**config.mk**
```make
export PLATFORM = sky130hd
export DESIGN_NAME = tick_gen_bank
export DESIGN_NICKNAME = d
export VERILOG_FILES = /design/src/rtl/tick_gen_bank.sv
export SDC_FILE = /design/constraint.sdc
export NUM_CORES = 1
export LEC_CHECK = 0
export BUFFER_PORTS_ARGS = -buffer_cell sky130_fd_sc_hd__buf_2
export CORE_MARGIN = 5
export CORE_UTILIZATION = 57
export CTS_CLUSTER_DIAMETER = 100
export DETAILED_ROUTE_END_ITERATION = 6
export PLACE_DENSITY_LB_ADDON = 0.08
export SLEW_MARGIN = 20
export SYNTH_ARGS = -nofsm -noshare
export SYNTH_HDL_FRONTEND = slang
export SYNTH_SLANG_ARGS = --single-unit
```
**constraint.sdc**
```tcl
create_clock -name clk -period 11.05 [get_ports clk]
set_input_delay 0 -clock clk [delete_from_list [all_inputs] [get_ports clk]]
set_output_delay 0 -clock clk [all_outputs]
set_load 0.01 [all_outputs]
```
**src/rtl/tick_gen_bank.sv**
```systemverilog
// rtl/tick_gen_bank.sv - bank of programmable clock-enable tick and square-wave generators
module tick_gen_bank #(
    parameter int NCH = 4,
    parameter int CW  = 32,
    parameter logic [NCH*CW-1:0] DEF_DIV = {32'd4000000, 32'd200000, 32'd50000000, 32'd131072},
    parameter int SW  = (NCH > 1) ? $clog2(NCH) : 1
) (
    input  logic           clk,
    input  logic           rst,
    input  logic [NCH-1:0] en,
    input  logic           sync,
    input  logic           div_wr,
    input  logic [SW-1:0]  div_sel,
    input  logic [CW-1:0]  div_data,
    output logic [NCH-1:0] tick,
    output logic [NCH-1:0] sq,
    output logic           wr_err
);

    localparam logic [CW-1:0] ONE = 1;

    always_ff @(posedge clk or posedge rst) begin
        if (rst) begin
            wr_err <= 1'b0;
        end else begin
            wr_err <= div_wr && (int'(div_sel) >= NCH);
        end
    end

    for (genvar i = 0; i < NCH; i++) begin : g_ch
        logic [CW-1:0] shadow_q;
        logic [CW-1:0] active_q;
        logic [CW-1:0] cnt_q;
        logic          tick_q;
        logic          sq_q;
        logic          wr_hit;
        logic [CW-1:0] reload;

        assign wr_hit = div_wr && (int'(div_sel) == i);
        // A write landing on the same edge as a reload must win over the stale shadow.
        assign reload = wr_hit ? div_data : shadow_q;

        always_ff @(posedge clk or posedge rst) begin
            if (rst) begin
                shadow_q <= DEF_DIV[i*CW +: CW];
                active_q <= DEF_DIV[i*CW +: CW];
                cnt_q    <= '0;
                tick_q   <= 1'b0;
                sq_q     <= 1'b0;
            end else begin
                tick_q <= 1'b0;
                if (wr_hit) begin
                    shadow_q <= div_data;
                end
                if (sync) begin
                    cnt_q    <= '0;
                    sq_q     <= 1'b0;
                    active_q <= reload;
                end else if (active_q == '0) begin
                    cnt_q    <= '0;
                    active_q <= reload;
                end else if (en[i]) begin
                    if (cnt_q == active_q - ONE) begin
                        cnt_q    <= '0;
                        tick_q   <= 1'b1;
                        sq_q     <= ~sq_q;
                        active_q <= reload;
                    end else begin
                        cnt_q <= cnt_q + ONE;
                    end
                end
            end
        end

        assign tick[i] = tick_q;
        assign sq[i]   = sq_q;
    end

endmodule

```
==> metrics.csv <==
metric;value;unit
synth_most_common_cell;dfrtp_1;
wire_per_inst;19.89;um
drt_iter0_drc;1133;
end_kind;flip-flop;
io_buffers;49;
synth_fp_nets;2099;
cap_viol_max_count;0;
min_path_type;in -> reg;
async_flop_share;100.0;%
grt_pass1_vias;15730;
cpMostUsedCell;or4_1;
clkLatencyLatePin;580;ps
hold_violations;0;
setup_ws;5657;ps
fin_util;63.90;%
synth_common_cells;dfrtp_1 (340), mux2_2 (203), nor2_1 (148);
ys_warn_count;0;
cts_buffers;43;
setup_tns;0;ps
synth.area.top_cells;dfrtp_1 (39%), mux2_2 (11%), dfstp_2 (6.3%), xnor2_1 (5.5%), xor2_1 (5.1%);
cts_root_buf;clkbuf_16;
cts_resized;0;
ir_drop;136.9;uV
h-tree-depth;2;
initial_core_util;57.65;%
row_count;71;
path_clk_slew;60;ps
fin_crit;5393;ps
synth_area_leader_cell;dfrtp_1;
die_area;0.04200;mm^2
ys_types;83;
ys_seq_area_share;45.58;%
dr.pass1.iters;5;
clock_skew;22.01;ps
die_y;204.9;um
multi_input_area;0.01111;mm^2
drc;0;
die_x;204.9;um
synthCells;2049;
leakagePower;0.009628;uW
ys_ff_latch;392;
worstSetupPathType;reg -> reg;
grt-ovfl-total;0;
cp_cell_sequence;nor4_2 -> nand2_1 -> or4_1 -> or4_1 -> a211oi_1 -> nand4_1 -> o21bai_4 -> buf_4 -> mux2_2;
rsz0062_at_grt;no;
clock.fmax;185.4;MHz
cpMaxStageDelayCell;o21bai_4;
post_cts_buffers;0;
io_pins;51;
area_growth;10.85;%
route.antenna.remaining_nets;0;
synth_top_area_share;39.28;%
coreArea;0.03758;mm^2
synth.avg_cell_area;10.57;um^2
grt_max_degree;187;
placed_area;0.02212;mm^2
cp-start-kind;flip-flop;
post-place-ws;5707;ps
cts.path.max_buffers;3;
crit_path_max_incr_delay;950;ps
crit_path_max_fanout;30;
grtUsageTotal;25.06;%
antenna_found_initial;2;
slew_headroom;32.43;%
num_vias;15770;
grt_pass1_wl;84770;um
status;completed;
final_nets;2131;
worst_pin_slew;1006;ps
cellPowerDensity;175.3;mW/mm^2
fin_area;0.02401;mm^2
num-fill-cells;3024;
crit_arrival;5860;ps
period_share;48.81;%
synth-main-ff-cell;dfrtp_1;
synth_edf_count;0;
gp_congestion;0.9306;
seq_area;0.009874;mm^2
post-dp-hpwl;36130;um
slew_viol_final;0;
cts.sinks;392;
final-setup-viol-count;0;
drive_gt1_share;21.13;%
syn-cell-area;0.02166;mm^2
required;11510;ps
whs;159.6;ps
drt_wl_total;52280;um
cts_tree;yes;
via_per_inst;5.999;
==> per-layer routing <==
layer | vias to the layer above | global-route usage, % | wire length, um
met3 | 76 | 3.894 | 2070
li1 | 7464 | - | -
met4 | 0 | 5.502 | 968
met1 | 7898 | 34.35 | 23950
met5 | - | 0 | 0
met2 | 328 | 42.47 | 25290
==> registers in the layout, summed over array words and instances (netlist names) <==
signal	count
g_ch.active_q	128
g_ch.cnt_q	128
g_ch.tick_q	4
g_ch.sq_q	4
g_ch.shadow_q	128
==> layout by cell type (no fill, tap or decap), types with 34 or more instances in the layout <==
master | netlist | layout
xnor2_1 | 136 | 136
nand2_1 | 108 | 108
nand3_1 | 81 | 81
nand4_1 | 56 | 56
xor2_1 | 125 | 125
mux2_2 | 203 | 203
dfstp_2 | 52 | 52
dfrtp_1 | 340 | 340
dlygate4sd3_1 | 0 | 38
nor2_1 | 148 | 148
buf_2 | 16 | 49
nor3_1 | 122 | 122
nor4_1 | 56 | 56
clkbuf_16 | 0 | 43
or4_1 | 34 | 34
inv_1 | 41 | 40
==> metrics by stage <==
stage	std cells	power, uW
2_1_floorplan	2049	2487
3_3_place_gp	2509	2667
5_1_grt	2626	4419
6_report	2628	4209
3_5_place_dp	2509	2699
4_1_cts	2626	4243
==> power by group <==
part	switching [uW]	internal, uW
clock network	588	931
logic	390	392
registers	235	1670
total	1210	3000
==> final timing paths <==
check	startpoint	end	slack (ps)	cells past startpoint
worst max register to register	g_ch[0].active_q[2]$_DFFE_PP0P_	g_ch[0].active_q[30]$_DFFE_PP0P_	5660	9
min in group asynchronous	rst	g_ch[3].cnt_q[3]$_DFFE_PP0P_	200	3
worst min-delay path	div_sel[1]	g_ch[0].shadow_q[31]$_DFF_PP0_	160	4
worst min register to register	g_ch[3].shadow_q[0]$_DFF_PP0_	g_ch[3].shadow_q[0]$_DFF_PP0_	490	1
worst max-delay path	g_ch[0].active_q[2]$_DFFE_PP0P_	g_ch[0].active_q[30]$_DFFE_PP0P_	5660	9
max in group asynchronous	rst	g_ch[1].cnt_q[19]$_DFFE_PP0P_	8400	5
==> final cells by class <==
cell class	instances	share of cell area, %
well taps	511	2.663
repair buffers	99	3.033
clock inverters	17	1.146
diodes	2	0.02084
inverters	42	0.6878
flip-flops and latches	392	41.12
clock buffers	62	5.070
multi-input cells	1503	46.26
==> kinds of logic (layout without fill, tap and decap cells) <==
logic type,Yosys count,in the layout,synth area share [%]
AND/OR/NAND/NOR,797,797,20.19
flip-flops,392,392,45.58
multiplexers,268,268,14.40
XOR/XNOR,261,261,10.55
AO/OA/AOI/OAI,168,168,5.482
buffers and inverters,154,220,3.315
adder cells (fa/ha/maj),8,8,0.4621
other,1,3,0.01731
==> critical path, delay by kind of cell, from the launching register on <==
| family | cells | cell delay, ps |
|---|---|---|
| muxes | 1 | 380 |
| AOI/OAI and AO/OA | 2 | 1180 |
| buffers and inverters | 1 | 450 |
| DFF | 1 | 440 |
| and+or+nand+nor | 5 | 2810 |
==> what timing repair did <==
action,CTS,global route
hold buffers,38,0
setup endpoints to repair,0,0
hold endpoints to repair,394,0
(Power assumes the default switching activity.)
